--- config.mk ---
export PLATFORM = sky130hd
export DESIGN_NAME = clk_div_ctrl
export DESIGN_NICKNAME = d
export VERILOG_FILES = /design/src/rtl/clk_pkg.sv /design/src/rtl/clk_div_core.sv /design/src/rtl/clk_div_ctrl.sv
export SDC_FILE = /design/constraint.sdc
export NUM_CORES = 1
export LEC_CHECK = 0
export BUFFER_PORTS_ARGS = -buffer_cell sky130_fd_sc_hd__buf_2
export CAP_MARGIN = 30
export CORE_AREA = 5 5 81 83
export DETAILED_ROUTE_END_ITERATION = 6
export DIE_AREA = 0 0 86 88
export GPL_TIMING_DRIVEN = 1
export PLACE_DENSITY_LB_ADDON = 0.2
export SYNTH_ARGS = -nofsm -noshare
export SYNTH_HDL_FRONTEND = slang
export SYNTH_SLANG_ARGS = --single-unit
--- constraint.sdc ---
create_clock -name clk_i -period 3 [get_ports clk_i]
set_input_delay 0.15 -clock clk_i [delete_from_list [all_inputs] [get_ports clk_i]]
set_output_delay 0.15 -clock clk_i [all_outputs]
set_load 0.05 [all_outputs]
--- src/rtl/clk_pkg.sv ---
// Shared definitions for the runtime-reconfigurable clock divider.
// Holds the controller state encoding and the default counter width.
package clk_pkg;

   // Default width of the half-period value and the phase counter
   localparam int DIV_W_DEF = 16;

   // Controller states (plain constants for compatibility with older flows)
   localparam logic [1:0] ST_RUN  = 2'd0;  // dividing, config port open
   localparam logic [1:0] ST_PEND = 2'd1;  // dividing, new value waiting for a boundary
   localparam logic [1:0] ST_STOP = 2'd2;  // clock parked low, config port open

   // The divider counts in both RUN and PEND; any other encoding keeps it parked
   function automatic logic state_counts(input logic [1:0] st);
      return (st == ST_RUN) || (st == ST_PEND);
   endfunction

endpackage

--- src/rtl/clk_div_core.sv ---
// Divider datapath: phase counter, registered divided clock and the
// clk_i-domain enable strobe. It reports the toggle cycle so the controller
// can align reconfiguration with a falling edge of clk_o.
module clk_div_core
   import clk_pkg::*;
#(
   parameter int DIV_W = DIV_W_DEF
) (
   input  logic             clk_i,
   input  logic             rst_n_i,
   input  logic [DIV_W-1:0] half_i,
   input  logic             run_i,
   output logic             toggle_o,
   output logic             clk_o,
   output logic             clk_en_o
);

   logic [DIV_W-1:0] ctr_q, ctr_d;
   logic             clk_q, clk_d;
   logic             en_q, en_d;

   // The last cycle of a phase; half_i is never 0 while running
   assign toggle_o = run_i && (ctr_q == (half_i - DIV_W'(1)));

   // Next-state for counter, divided clock and enable strobe
   always_comb begin
      ctr_d = ctr_q;
      clk_d = clk_q;
      en_d  = 1'b0;
      if (!run_i) begin
         // Parked: counter and clock held at zero
         ctr_d = '0;
         clk_d = 1'b0;
      end else if (toggle_o) begin
         // Wrap at half-1 so the counter never runs past its width
         ctr_d = '0;
         clk_d = ~clk_q;
         en_d  = ~clk_q;  // strobe only on the 0->1 toggle
      end else begin
         ctr_d = ctr_q + DIV_W'(1);
      end
   end

   // Register the datapath; reset parks the clock low
   always_ff @(posedge clk_i or negedge rst_n_i) begin
      if (!rst_n_i) begin
         ctr_q <= '0;
         clk_q <= 1'b0;
         en_q  <= 1'b0;
      end else begin
         ctr_q <= ctr_d;
         clk_q <= clk_d;
         en_q  <= en_d;
      end
   end

   assign clk_o    = clk_q;
   assign clk_en_o = en_q;

endmodule

--- src/rtl/clk_div_ctrl.sv ---
// Runtime-reconfigurable clock divider controller. clk_o = clk_i / (2*half).
// A new half-period is accepted over a valid/ready port and applied only at a
// falling edge of clk_o, so the output never glitches. half==0 parks clk_o low.
// clk_o is routed onto a global buffer by the instantiating level if needed;
// logic that can stay on clk_i should use clk_en_o instead.
module clk_div_ctrl
   import clk_pkg::*;
#(
   parameter int          DIV_W   = DIV_W_DEF,
   parameter int unsigned DIV_RST = 1
) (
   input  logic             clk_i,
   input  logic             rst_n_i,
   input  logic             cfg_valid_i,
   input  logic [DIV_W-1:0] cfg_div_i,
   output logic             cfg_ready_o,
   output logic             clk_o,
   output logic             clk_en_o,
   output logic             busy_o
);

   localparam logic [DIV_W-1:0] HALF_RST  = DIV_W'(DIV_RST);
   localparam logic [1:0]       STATE_RST = (DIV_RST != 0) ? ST_RUN : ST_STOP;

   logic [1:0]       state_q, state_d;
   logic [DIV_W-1:0] half_q, half_d;
   logic [DIV_W-1:0] pend_q, pend_d;
   logic             run;
   logic             toggle;
   logic             hs;

   assign cfg_ready_o = (state_q != ST_PEND);
   assign busy_o      = (state_q == ST_PEND);
   assign hs          = cfg_valid_i && cfg_ready_o;
   assign run         = state_counts(state_q);

   clk_div_core #(
      .DIV_W (DIV_W)
   ) u_core (
      .clk_i    (clk_i),
      .rst_n_i  (rst_n_i),
      .half_i   (half_q),
      .run_i    (run),
      .toggle_o (toggle),
      .clk_o    (clk_o),
      .clk_en_o (clk_en_o)
   );

   // Handshake and boundary-aligned application of the new half-period
   always_comb begin
      state_d = state_q;
      half_d  = half_q;
      pend_d  = pend_q;
      case (state_q)
         ST_RUN: begin
            // The acceptance cycle itself still runs on the old half
            if (hs) begin
               pend_d  = cfg_div_i;
               state_d = ST_PEND;
            end
         end
         ST_PEND: begin
            // Falling edge of clk_o: the next low phase uses the new value.
            // For pend==0 the core's own toggle already drives clk_o and ctr to 0.
            if (toggle && clk_o) begin
               if (pend_q != '0) begin
                  half_d  = pend_q;
                  state_d = ST_RUN;
               end else begin
                  state_d = ST_STOP;
               end
            end
         end
         ST_STOP: begin
            // A zero request while stopped changes nothing
            if (hs && (cfg_div_i != '0)) begin
               half_d  = cfg_div_i;
               state_d = ST_RUN;
            end
         end
         default: begin
            state_d = ST_RUN;
            half_d  = HALF_RST;
         end
      endcase
   end

   // Controller registers; reset discards any pending value
   always_ff @(posedge clk_i or negedge rst_n_i) begin
      if (!rst_n_i) begin
         state_q <= STATE_RST;
         half_q  <= HALF_RST;
         pend_q  <= '0;
      end else begin
         state_q <= state_d;
         half_q  <= half_d;
         pend_q  <= pend_d;
      end
   end

endmodule
* Yosys cells after proc, flatten, opt, wreduce, memory -nomap -nowiden *
Cells that the tools add are included.

word-level totals
  logic and storage cells = 45
  input port bits = 19
  flip-flop bits (word level) = 52

operators by class
  multiplexer cells = 15
  reduce and logical (&&, ||, !) cells = 11
  add/subtract/negate cells = 2
  bitwise gates (word level) = 2
  eq/ne operators = 9

operator list
  operator                                                                 count
  16-bit 2-to-1 mux                                                        5
  16-bit case mux with 3 select lines                                      1
  16-bit nonzero test                                                      2
  16-bit by 1-bit adder with 16-bit output, second input constant          1
  16-bit == test                                                           1
  16-bit by 1-bit subtractor with 16-bit output, second input constant     1
  2-bit 2-to-1 mux                                                         4
  2-bit by 1-bit inequality test with 1-bit output, second input constant  3
  2-bit inequality test, second input constant                             3
  2-bit case mux with 3 select lines                                       1
  1-bit logical AND                                                        4
  1-bit 2-to-1 mux                                                         4
  4-bit AND reduction                                                      1
  3-bit AND reduction                                                      1
  2-bit by 1-bit == test with 1-bit output, second input constant          1
  2-bit == test, second input constant                                     1
  2-bit logical NOT                                                        1
  1-bit inverter                                                           2
  2-bit AND reduction                                                      1
  1-bit logical OR                                                         1

* Longest topological paths before layout *
Gate-level depths: netlist (run 1).

  depth in word-level cells = 6
  depth in mapped cells = 11
  gate-level depth less buffers = 9

* Hierarchy *
From an unflattened synthesis (run 1), not the netlist that was laid out.

second synthesis, totals
  cells, all modules = 297
  area total of the unflattened synthesis = 3180.6 sq um

modules (own cells, without submodules)
  module        cells an instance  area each (sq um)  times used
  clk_div_ctrl  134                1759.2             1
  clk_div_core  163                1421.4             1

* Least setup slack after synthesis (run 1) *
No wires, ideal clock.

  path kind = register to register
  from = reg state_q[1]
  to = reg half_q[5]
  setup time = 0.134 ns
  buffers on the path = 1
  stages on the path, launching flop included = 11
  data arrival time = 3.035 ns
  slack = -0.169 ns
  cell sequence = dfrtp_1 -> inv_1 -> ha_1 -> inv_1 -> nor4_1 -> nand4_1 -> nor4_1 -> or3_1 -> o32a_1 -> buf_4 -> o22ai_1

between the ends
  longest elaborated chain between the ends = 6

ends and longest elaborated chain
  what                                                        line                source
  start, declared                                             clk_div_ctrl.sv:25  logic [1:0] state_q, state_d;
  start signal, assigned                                      clk_div_ctrl.sv:95  state_q <= state_d;
  2-bit by 1-bit == test with 1-bit output *                  -
  net busy_o                                                  clk_div_ctrl.sv:19  output logic busy_o
  1-bit logical OR                                            clk_pkg.sv:15       return (st == ST_RUN) || (st == ST_PEND);
  1-bit logical AND                                           clk_div_core.sv:23  assign toggle_o = run_i && (ctr_q == (half_i - DIV_W'(1)));
  1-bit logical AND                                           clk_div_ctrl.sv:65  if (toggle && clk_o) begin
  2-bit by 1-bit inequality test with 1-bit output (no line)  -
  4-bit AND reduction (no line)                               -
  end signal, assigned                                        clk_div_ctrl.sv:96  half_q <= half_d;
  end, declared                                               clk_div_ctrl.sv:26  logic [DIV_W-1:0] half_q, half_d;

The timed path passes the listed nets; every way through them passes the cells marked *.
A chain may end at the register's enable or synchronous reset.

* Worst setup path after layout (run 1) *
  from = reg half_q[0]
  to = reg half_q[0]

between the ends
  longest elaborated chain between the ends = 6

ends and longest elaborated chain
  what                                                        line
  16-bit by 1-bit subtractor with 16-bit output               clk_div_core.sv:23
  16-bit == test                                              clk_div_core.sv:23
  1-bit logical AND                                           clk_div_core.sv:23
  1-bit logical AND                                           clk_div_ctrl.sv:65
  2-bit by 1-bit inequality test with 1-bit output (no line)  -
  4-bit AND reduction (no line)                               -

No other way between the ends.

==> results.sh, run 1 <==
export IMPL_timing_final_setup_violations=0
export IMPL_yosys_top_cells_count="sky130_fd_sc_hd__dfrtp_1 (51), sky130_fd_sc_hd__nor2_1 (29), sky130_fd_sc_hd__inv_1 (26)"
export IMPL_gr_total_overflow=0
export IMPL_worst_setup_hold_path_clk_slew_ns=0.10
export IMPL_gpl_final_weighted_congestion=0.868
export IMPL_cap_viol_max_count=0
export IMPL_core_box_area_um2=5780
export IMPL_grt_pass1_vias=2347
export IMPL_vias=2385
export IMPL_use_met1_pct=24.9
export IMPL_async_reset_ff_share_pct=100
export IMPL_cell_with_the_most_instances_after_synthesis="sky130_fd_sc_hd__dfrtp_1"
export IMPL_hold_ws_ns=0.0993
export IMPL_layout_worst_path_cycle_share_pct=97.5
export IMPL_syn_area_per_cell_um2=9.94
export IMPL_post_synth_top_area_fraction_pct=42.1
export IMPL_detail_route_wl_per_cell_um=16.4
export IMPL_timing_hold_worst_class="primary input to register"
export IMPL_post_drt_via_cell_ratio=5.83
export IMPL_clock_fmax_ghz=0.342
export IMPL_crit_arrival_ns=3.17
export IMPL_syn_cell_area_um2=3030
export IMPL_yosysSeqAreaShare_pct=43.0
export IMPL_final_min_clock_period_ns=2.93
export IMPL_final_layout_size_suffix_gt1_share_pct=22.8
export IMPL_ir_worst_vdd_uv=524
export IMPL_ys_flop_type="sky130_fd_sc_hd__dfrtp_1"
export IMPL_worstMarginPinSlew_ns=0.773
export IMPL_netlist_top_cells_area="sky130_fd_sc_hd__dfrtp_1 (42%), sky130_fd_sc_hd__mux2_2 (6.7%), sky130_fd_sc_hd__xnor2_1 (4.3%), sky130_fd_sc_hd__xor2_1 (4.3%), sky130_fd_sc_hd__a22oi_1 (3.7%)"
export IMPL_critPathRequiredTime_ns=3.24
export IMPL_final_util_pct=59.6
export IMPL_grt_start_max_net_pins=35
export IMPL_syn_inst=305
export IMPL_critical_path_class="register to register"
export IMPL_timing_clock_skew_ns=0.0122
export IMPL_most_crowded_layer_gr="met2"
export IMPL_detailedPlacementHpwl_um=4950
export IMPL_final_instance_count_excl_fill=409
export IMPL_clock_sinks=52
export IMPL_globalRouteMet2Util_pct=31.9
export IMPL_reg2reg_setup_slack_ns=0.07
export IMPL_end_kind="register"
export IMPL_flow_area_growth_from_synthesis_pct=13.7
export IMPL_floorplan_initialDensity_pct=52.4
export IMPL_number_of_iterations_in_the_first_detailed_routing_pass=4
export IMPL_yosysWarningCount=0
export IMPL_portBuffers=22
export IMPL_number_of_hold_violations_in_the_final_report=0
export IMPL_cellLeakagePower_uw=0.00144
export IMPL_count_of_flip_flops_with_a_built_in_enable_after_synthesis=0
export IMPL_status="finished clean"
export IMPL_ios=23
export IMPL_grt_first_pass_wirelength_um=11300
export IMPL_worst_skew_pair_late_latency_ns=0.31
export IMPL_grt_antenna_before_repair=0
export IMPL_syn_nets=329
export IMPL_crit_fanout=12
export IMPL_clockBufferDepth=2
export IMPL_cts_tree="built"
export IMPL_cts_buffers_inserted=5
export IMPL_grt_use_met3_pct=3.29
export IMPL_yosysTopAreaCell="sky130_fd_sc_hd__dfrtp_1"
export IMPL_ctsHtreeMaxLevel=2
export IMPL_relSlewSlack_pct=48.3
export IMPL_synthDistinctLibCells=56
export IMPL_fin_tns_setup_ns=0
export IMPL_antenna_cells_inserted=0
export IMPL_synth_ff_latch_count=52
export IMPL_number_of_placed_cells_counting_well_taps=397
export IMPL_n_fill_cell=530
export IMPL_grt_usage_pct=19.1
export IMPL_drcViolationCount=0
export IMPL_final_max_slew_violation_count=0
export IMPL_design_final_nets=357
export IMPL_drt_iter0_drc=128
export IMPL_fp_dieW_um=86
export IMPL_r2r_cells=9
export IMPL_die_y_um=88
export IMPL_kind_of_launch_point_of_the_worst_setup_path="register"
export IMPL_power_density_nw_per_um2=1080
export IMPL_floorplan_rows=28
export IMPL_drt_wl_total_um=6730
export IMPL_whs_path_depth=2
export IMPL_dieArea_um2=7570
export IMPL_cts_root_buf="sky130_fd_sc_hd__clkbuf_8"
export IMPL_antenna_violating_nets_post_route=0
==> state kept, by name, indices dropped and copies added (netlist names) <==
signal	cells
u_core.clk_o	1
u_core.ctr_q	16
u_core.clk_en_o	1
pend_q	16
half_q	16
state_q	2
==> path summary, 6_finish.rpt <==
kind | startpoint | endpoint
max | half_q[0]$_DFFE_PN1P_ | half_q[0]$_DFFE_PN1P_
min | cfg_div_i[6] | pend_q[6]$_DFFE_PN0P_
max reg2reg | half_q[0]$_DFFE_PN1P_ | half_q[0]$_DFFE_PN1P_
min reg2reg | half_q[0]$_DFFE_PN1P_ | half_q[0]$_DFFE_PN1P_
max in group asynchronous | rst_n_i | u_core.ctr_q[9]$_DFF_PN0_
min in group asynchronous | rst_n_i | half_q[1]$_DFFE_PN0P_
==> cells by family (layout without fill, tap and decap cells) <==
group | after synthesis | count (layout) | share of synthesized area, %
simple gates | 100 | 100 | 18.5
buf+inv | 40 | 69 | 5.45
fa+ha+maj | 5 | 5 | 2.06
flops | 52 | 52 | 43.0
compound gates | 58 | 58 | 15.0
mux | 20 | 20 | 7.35
xor+xnor | 30 | 30 | 8.67
==> timing repair <==
action	CTS	global route
setup endpoints to repair	1	33
pin swaps	0	5
hold buffers	1	0
endpoints found under the hold margin	32	0
buffers inserted	0	3
gates resized for setup	0	7
==> through the flow <==
stage | total power (uW) | instance area [um2] | setup WS [ns]
floorplan | 2670 | 3030 | 0.129
finish | 3740 | 3450 | 0.0745
global route | 4020 | 3450 | -0.0706
global placement | 3100 | 3260 | 0.105
CTS | 3550 | 3360 | -0.00396
detailed placement | 3150 | 3260 | 0.0121
==> worst max-delay path: stages, from the launching register on <==
cell and delay [ns]:
sky130_fd_sc_hd__dfstp_2 0.54, sky130_fd_sc_hd__inv_1 0.05, sky130_fd_sc_hd__ha_1 0.32, sky130_fd_sc_hd__xnor2_1 0.15, sky130_fd_sc_hd__or4_4 0.54, sky130_fd_sc_hd__nor4_4 0.40
sky130_fd_sc_hd__o2111ai_4 0.21, sky130_fd_sc_hd__a211oi_4 0.30, sky130_fd_sc_hd__buf_12 0.17, sky130_fd_sc_hd__mux2i_1 0.18
==> layer usage <==
layer,vias to the layer above,routed length [um],share of wire [%]
li1,1169,-,-
met1,1148,3020,45
met2,52,3300,49
met3,16,225,3.3
met4,0,174,2.6
met5,-,0,0
==> layout by cell type, fill, tap and decap left out, types with 2 or more instances in the layout <==
cell	count
sky130_fd_sc_hd__xor2_1	15
sky130_fd_sc_hd__buf_12	3
sky130_fd_sc_hd__o22ai_1	14
sky130_fd_sc_hd__nor4_1	15
sky130_fd_sc_hd__or3_1	4
sky130_fd_sc_hd__nor2_1	29
sky130_fd_sc_hd__inv_1	26
sky130_fd_sc_hd__or4_1	4
sky130_fd_sc_hd__nand4_1	5
sky130_fd_sc_hd__and2_1	2
sky130_fd_sc_hd__nor3_2	2
sky130_fd_sc_hd__mux2_2	18
sky130_fd_sc_hd__nor2b_1	2
sky130_fd_sc_hd__buf_4	9
sky130_fd_sc_hd__nor3_1	4
sky130_fd_sc_hd__ha_1	4
sky130_fd_sc_hd__mux2i_1	2
sky130_fd_sc_hd__and3_1	4
sky130_fd_sc_hd__a21oi_1	4
sky130_fd_sc_hd__buf_2	22
sky130_fd_sc_hd__clkbuf_8	5
sky130_fd_sc_hd__nand3b_1	3
sky130_fd_sc_hd__xnor2_1	15
sky130_fd_sc_hd__o211ai_1	2
sky130_fd_sc_hd__o21ai_0	4
sky130_fd_sc_hd__nand3_1	13
sky130_fd_sc_hd__o22ai_2	2
sky130_fd_sc_hd__dfrtp_1	51
sky130_fd_sc_hd__a22oi_1	15
sky130_fd_sc_hd__nand2_1	4
==> report_power, final <==
group	internal (uW)	switching, uW
clock	166	235
sequential	958	320
combinational	955	1100
total	2080	1660
==> layout make-up <==
type | count | area, um2 | area share, %
multi-input cells | 213 | 1620 | 46.9
clock inverters | 2 | 16.3 | 0.472
clock buffers | 6 | 72.6 | 2.11
flip-flops and latches | 52 | 1300 | 37.8
repair buffers | 35 | 248 | 7.19
well taps | 75 | 93.8 | 2.72
inverters | 26 | 97.6 | 2.83
Power figures use the tool's default switching activity.
==> run 2: changes to the inputs <==
--- a/config.mk
+++ b/config.mk
@@ -7,9 +7,9 @@
 export LEC_CHECK = 0
 export BUFFER_PORTS_ARGS = -buffer_cell sky130_fd_sc_hd__buf_2
 export CAP_MARGIN = 30
-export CORE_AREA = 5 5 81 83
+export CORE_AREA = 5 5 78 80
 export DETAILED_ROUTE_END_ITERATION = 6
-export DIE_AREA = 0 0 86 88
+export DIE_AREA = 0 0 83 85
 export GPL_TIMING_DRIVEN = 1
 export PLACE_DENSITY_LB_ADDON = 0.2
 export SYNTH_ARGS = -nofsm -noshare
==> constraint.sdc (replaced) <==
create_clock -name clk_i -period 3.6 [get_ports clk_i]
set_input_delay 0.18 -clock clk_i [delete_from_list [all_inputs] [get_ports clk_i]]
set_output_delay 0.18 -clock clk_i [all_outputs]
set_load 0.05 [all_outputs]
==> results.sh, run 2 (synthesized netlist as in run 1, its figures left out) <==
export IMPL_status="finished clean"
export IMPL_fin_tns_setup_ns=0
export IMPL_cts_root_buf="sky130_fd_sc_hd__clkbuf_8"
export IMPL_n_fill_cell=504
export IMPL_final_max_slew_violation_count=0
export IMPL_portBuffers=22
export IMPL_critPathRequiredTime_ns=3.78
export IMPL_layout_worst_path_cycle_share_pct=87.7
export IMPL_clock_fmax_ghz=0.317
export IMPL_worstSetupStartpoint="half_q[1]$_DFFE_PN0P_"
export IMPL_cts_buffers_inserted=5
export IMPL_timing_clock_skew_ns=0.0146
export IMPL_power_density_nw_per_um2=880
export IMPL_antenna_violating_nets_post_route=0
export IMPL_gpl_final_weighted_congestion=0.883
export IMPL_launching_point_of_the_worst_reg2reg_path="half_q[1]$_DFFE_PN0P_"
export IMPL_ir_worst_vdd_uv=477
export IMPL_final_min_clock_period_ns=3.16
export IMPL_number_of_hold_violations_in_the_final_report=0
export IMPL_antenna_cells_inserted=0
export IMPL_drt_wl_total_um=6520
export IMPL_worst_setup_hold_path_clk_slew_ns=0.10
export IMPL_layout_area_seq_um2=1300
export IMPL_ios=23
export IMPL_multi_input_comb_area_um2=1560
export IMPL_critical_path_class="register to register"
export IMPL_kind_of_launch_point_of_the_worst_setup_path="register"
export IMPL_crit_arrival_ns=3.34
export IMPL_end_kind="register"
export IMPL_design_final_nets=349
export IMPL_clockBufferDepth=2
export IMPL_post_drt_via_cell_ratio=5.97
export IMPL_vias=2378
export IMPL_final_layout_size_suffix_gt1_share_pct=19.6
export IMPL_number_of_iterations_in_the_first_detailed_routing_pass=4
export IMPL_worst_skew_pair_late_latency_ns=0.32
export IMPL_detailedPlacementHpwl_um=4860
export IMPL_grt_usage_pct=19.6
export IMPL_floorplan_initialDensity_pct=56.8
export IMPL_crit_fanout=15
export IMPL_reg_top3="half_q: 16 flops, pend_q: 16 flops, u_core.ctr_q: 16 flops"
export IMPL_cts_tree="built"
export IMPL_drt_iter0_drc=179
export IMPL_core_box_area_um2=5340
export IMPL_grt_first_pass_wirelength_um=11300
export IMPL_final_util_pct=61.8
export IMPL_dieArea_um2=7060
export IMPL_timing_hold_worst_class="primary input to register"
export IMPL_floorplan_rows=27
export IMPL_ctsHtreeMaxLevel=2
export IMPL_timing_final_setup_violations=0
export IMPL_crit_path_end="half_q[7]$_DFFE_PN0P_"
export IMPL_cap_viol_max_count=0
export IMPL_grt_setup_unrepaired="false"
export IMPL_post_cts_resized=0
export IMPL_grt_start_max_net_pins=53
export IMPL_final_common_cell="sky130_fd_sc_hd__dfrtp_1"
export IMPL_cellLeakagePower_uw=0.00138
export IMPL_worst_r2r_endpoint="half_q[7]$_DFFE_PN0P_"
export IMPL_worstMarginPinSlew_ns=0.786
export IMPL_drcViolationCount=0
export IMPL_fp_dieW_um=83
export IMPL_die_y_um=85
export IMPL_relSlewSlack_pct=47.4
export IMPL_clock_sinks=52
export IMPL_flow_area_growth_from_synthesis_pct=8.79
export IMPL_detail_route_wl_per_cell_um=16.4
export IMPL_gr_total_overflow=0
export IMPL_r2r_cells=9
export IMPL_layout_common_cells="sky130_fd_sc_hd__dfrtp_1 (51), sky130_fd_sc_hd__nor2_1 (29), sky130_fd_sc_hd__inv_1 (26)"
export IMPL_grt_antenna_before_repair=0
export IMPL_reg2reg_setup_slack_ns=0.44
export IMPL_grt_pass1_vias=2344
## run 2: cell count changes in the layout (fill, tap and decap cells not counted), sizes merged
cell    delta
clkinv     -1
buf        -8
clkbuf     -1
inv        +2
## run 2: through the flow
step           hold slack, ns  worst slack [ns]  area [um2]  total power [uW]  cells
2_1_floorplan          -0.116             0.431        3030              2220    305
3_3_place_gp            0.334             0.513        3190              2510    389
3_5_place_dp            0.334             0.435        3190              2550    389
4_1_cts                 0.107             0.423        3300              2910    398
5_1_grt                 0.110             0.209        3300              3130    398
6_report                0.116             0.444        3300              2900    398
## run 2: power breakdown
group	internal, uW	leakage [uW]	switching (uW)
Clock	142	0.0000452	214
Sequential	799	0.000676	268
Combinational	644	0.000663	834
Total	1590	0.00138	1320
## run 2: layout make-up
type	count	share of cell area, %
sequential	52	39.5
clock buffer	5	2.09
inverter	26	2.96
tap	72	2.73
timing repair buffer	27	4.55
clock inverter	3	0.759
multi-input combinational	213	47.4
## run 2: worst max-delay path, stage by stage (launching register included)
cell and delay (ns):
sky130_fd_sc_hd__dfrtp_1 0.42, sky130_fd_sc_hd__inv_1 0.09, sky130_fd_sc_hd__ha_1 0.19, sky130_fd_sc_hd__or4b_1 0.58, sky130_fd_sc_hd__o221a_2 0.33, sky130_fd_sc_hd__nor4_1 0.43
sky130_fd_sc_hd__nor4_4 0.11, sky130_fd_sc_hd__o2111ai_2 0.16, sky130_fd_sc_hd__o32a_1 0.58, sky130_fd_sc_hd__o22ai_1 0.13
## run 2: worst min path at each step
stage / from / endpoint / slack [ns] / cells past startpoint
after floorplan: rst_n_i / half_q[10]$_DFFE_PN0P_ / -0.12 / 0
after global placement: rst_n_i / u_core.ctr_q[15]$_DFF_PN0_ / 0.33 / 2
after detailed placement: rst_n_i / u_core.ctr_q[13]$_DFF_PN0_ / 0.33 / 2
after CTS: cfg_div_i[2] / pend_q[2]$_DFFE_PN0P_ / 0.11 / 2
after global routing: cfg_div_i[2] / pend_q[2]$_DFFE_PN0P_ / 0.11 / 2
final: cfg_div_i[2] / pend_q[2]$_DFFE_PN0P_ / 0.12 / 2
## run 2: repair_timing
item,CTS,global route
setup buffers,0,0
hold buffers,1,0
hold endpoints to repair,41,0
setup endpoints to repair,0,0
## run 2: routing by layer
metal	part of all wire, %	wire, um	global-route usage, %	vias to the layer above
met2	48	3150	32.3	54
li1	-	-	-	1152
met3	4.6	298	4.37	10
met1	46	2970	26.3	1162
met4	1.7	108	5.20	0
met5	0	0	0	-
==> run 3: changes to the inputs <==
--- a/config.mk
+++ b/config.mk
@@ -11,7 +11,7 @@
 export DETAILED_ROUTE_END_ITERATION = 6
 export DIE_AREA = 0 0 83 85
 export GPL_TIMING_DRIVEN = 1
-export PLACE_DENSITY_LB_ADDON = 0.2
+export PLACE_DENSITY = 0.75
 export SYNTH_ARGS = -nofsm -noshare
 export SYNTH_HDL_FRONTEND = slang
 export SYNTH_SLANG_ARGS = --single-unit
==> results.sh, run 3 (synthesized netlist as in run 1, its figures left out) <==
export IMPL_cts_tree="built"
export IMPL_design_final_nets=350
export IMPL_grt_start_max_net_pins=37
export IMPL_clockBufferDepth=2
export IMPL_crit_path_setup_slack_layout_ns=0.492
export IMPL_clock_sinks=52
export IMPL_grt_first_pass_wirelength_um=10800
export IMPL_drt_iter0_drc=232
export IMPL_worst_setup_hold_path_clk_slew_ns=0.10
export IMPL_drt_wl_total_um=6320
export IMPL_status="finished clean"
export IMPL_final_util_pct=61.9
export IMPL_cts_root_buf="sky130_fd_sc_hd__clkbuf_8"
export IMPL_cts_buffers_inserted=5
export IMPL_relSlewSlack_pct=47.6
export IMPL_ios=23
export IMPL_critPathRequiredTime_ns=3.85
export IMPL_timing_clock_skew_ns=0.00692
export IMPL_number_of_hold_violations_in_the_final_report=0
export IMPL_power_switching_fraction_pct=45.0
export IMPL_timing_hold_worst_class="primary input to register"
export IMPL_kind_of_launch_point_of_the_worst_setup_path="register"
export IMPL_gr_total_overflow=0
export IMPL_critical_path_class="register to register"
export IMPL_post_drt_via_cell_ratio=5.90
export IMPL_floorplan_rows=27
export IMPL_detailedPlacementHpwl_um=4740
export IMPL_grt_antenna_before_repair=0
export IMPL_dieArea_um2=7060
export IMPL_reg_top3="half_q: 16 flops, pend_q: 16 flops, u_core.ctr_q: 16 flops"
export IMPL_timing_critical_path_slowest_stage_cell="sky130_fd_sc_hd__or4b_1"
export IMPL_fp_dieW_um=83
export IMPL_worstMarginPinSlew_ns=0.784
export IMPL_timing_final_setup_violations=0
export IMPL_cap_viol_max_count=0
export IMPL_end_kind="register"
export IMPL_cts_setup_buffers=0
export IMPL_final_min_clock_period_ns=3.11
export IMPL_cp_cell_sequence="inv_1 > ha_1 > or4b_1 > nor4_1 > nor4_1 > nor4_4 > o2111ai_2 > a211oi_4 > buf_4 > mux2i_1"
export IMPL_crit_fanout=16
export IMPL_grt_setup_unrepaired="false"
export IMPL_number_of_iterations_in_the_first_detailed_routing_pass=4
export IMPL_antenna_violating_nets_post_route=0
export IMPL_crit_arrival_ns=3.36
export IMPL_detail_route_wl_per_cell_um=15.8
export IMPL_ir_worst_vdd_uv=455
export IMPL_floorplan_initialDensity_pct=56.8
export IMPL_grt_usage_pct=18.7
export IMPL_drcViolationCount=0
export IMPL_power_density_nw_per_um2=875
export IMPL_post_cts_resized=0
export IMPL_crit_path_max_incr_delay_ns=0.57
export IMPL_layout_common_cells="sky130_fd_sc_hd__dfrtp_1 (51), sky130_fd_sc_hd__nor2_1 (29), sky130_fd_sc_hd__inv_1 (26)"
export IMPL_layout_worst_path_cycle_share_pct=86.3
export IMPL_gpl_final_weighted_congestion=0.867
export IMPL_flow_area_growth_from_synthesis_pct=9.04
export IMPL_power_share_combinational_pct=50.9
export IMPL_switchingPower_uw=1300
export IMPL_pre_cts_ws_ns=0.488
export IMPL_clock_fmax_ghz=0.322
export IMPL_p_int_uw=1590
export IMPL_die_y_um=85
export IMPL_fin_tns_setup_ns=0
export IMPL_ctsHtreeMaxLevel=2
export IMPL_cellLeakagePower_uw=0.00139
export IMPL_worst_skew_pair_late_latency_ns=0.32
export IMPL_power_share_clock_pct=12.3
export IMPL_path_common_cell="sky130_fd_sc_hd__nor4_1"
export IMPL_final_max_slew_violation_count=0
export IMPL_final_layout_size_suffix_gt1_share_pct=19.9
export IMPL_antenna_cells_inserted=0
export IMPL_core_box_area_um2=5340
export IMPL_seqPwrFrac_pct=36.7
export IMPL_grt_pass1_vias=2271
export IMPL_vias=2354
export IMPL_final_common_cell="sky130_fd_sc_hd__dfrtp_1"
export IMPL_portBuffers=22
## run 3: cell types whose count changed in the layout (fill, tap and decap cells not counted), sizes merged
cell	before	now
buf	26	27
## run 3: power groups by stage
stage               Sequential, uW  Clock, uW  Combinational, uW
floorplan                      993          0               1230
global placement              1060          0               1440
detailed placement            1070          0               1470
CTS                           1060        369               1480
global route                  1100        386               1640
finish                        1060        357               1470
## run 3: final timing paths
path                            depth (start not counted)                      from  slack [ns]                        end
min in group asynchronous                               2                   rst_n_i        0.30  u_core.ctr_q[7]$_DFF_PN0_
worst min-delay path                                    2              cfg_div_i[9]        0.12      pend_q[9]$_DFFE_PN0P_
worst max-delay path                                   10     half_q[1]$_DFFE_PN0P_        0.49      half_q[0]$_DFFE_PN1P_
worst max register to register                         10     half_q[1]$_DFFE_PN0P_        0.49      half_q[0]$_DFFE_PN1P_
worst min register to register                          1  u_core.clk_o$_DFFE_PN0P_        0.52  u_core.clk_en_o$_DFF_PN0_
max in group asynchronous                               3                   rst_n_i        2.48      half_q[0]$_DFFE_PN1P_
## run 3: layout make-up
class	count	area (um2)
fill	478	2030
clock inverter	3	25.0
sequential	52	1300
multi-input combinational	213	1560
inverter	26	97.6
tap	72	90.1
timing repair buffer	28	158
clock buffer	5	68.8
## run 3: critical path, delay by kind of cell, from the launching register on
family          cells  cell delay (ns)
compound gates      2             0.54
mux                 1             0.20
buf+inv             2             0.33
fa+ha+maj           1             0.20
simple gates        4             1.34
flops               1             0.42
## run 3: what timing repair did
| action | CTS | global route |
|---|---|---|
| hold endpoints to repair | 16 | 0 |
| endpoints found under the setup margin | 0 | 0 |
| hold buffers | 1 | 0 |
## run 3: routing by layer
layer  vias to the layer above  global-route usage, %  share of wire, %
li1                       1147                      -                 -
met1                      1130                   24.4                46
met2                        65                   30.8                47
met3                        12                   3.50               4.7
met4                         0                   7.73               2.6
met5                         -                      0                 0
## run 3: per-stage QoR
| stage | std cells | hold WS [ns] | power (uW) | cell area (um2) |
|---|---|---|---|---|
| detailed placement | 390 | 0.123 | 2540 | 3200 |
| global placement | 390 | 0.109 | 2500 | 3200 |
| global route | 399 | 0.112 | 3130 | 3310 |
| finish | 399 | 0.119 | 2890 | 3310 |
| floorplan | 305 | -0.116 | 2220 | 3030 |
| CTS | 399 | 0.112 | 2900 | 3310 |
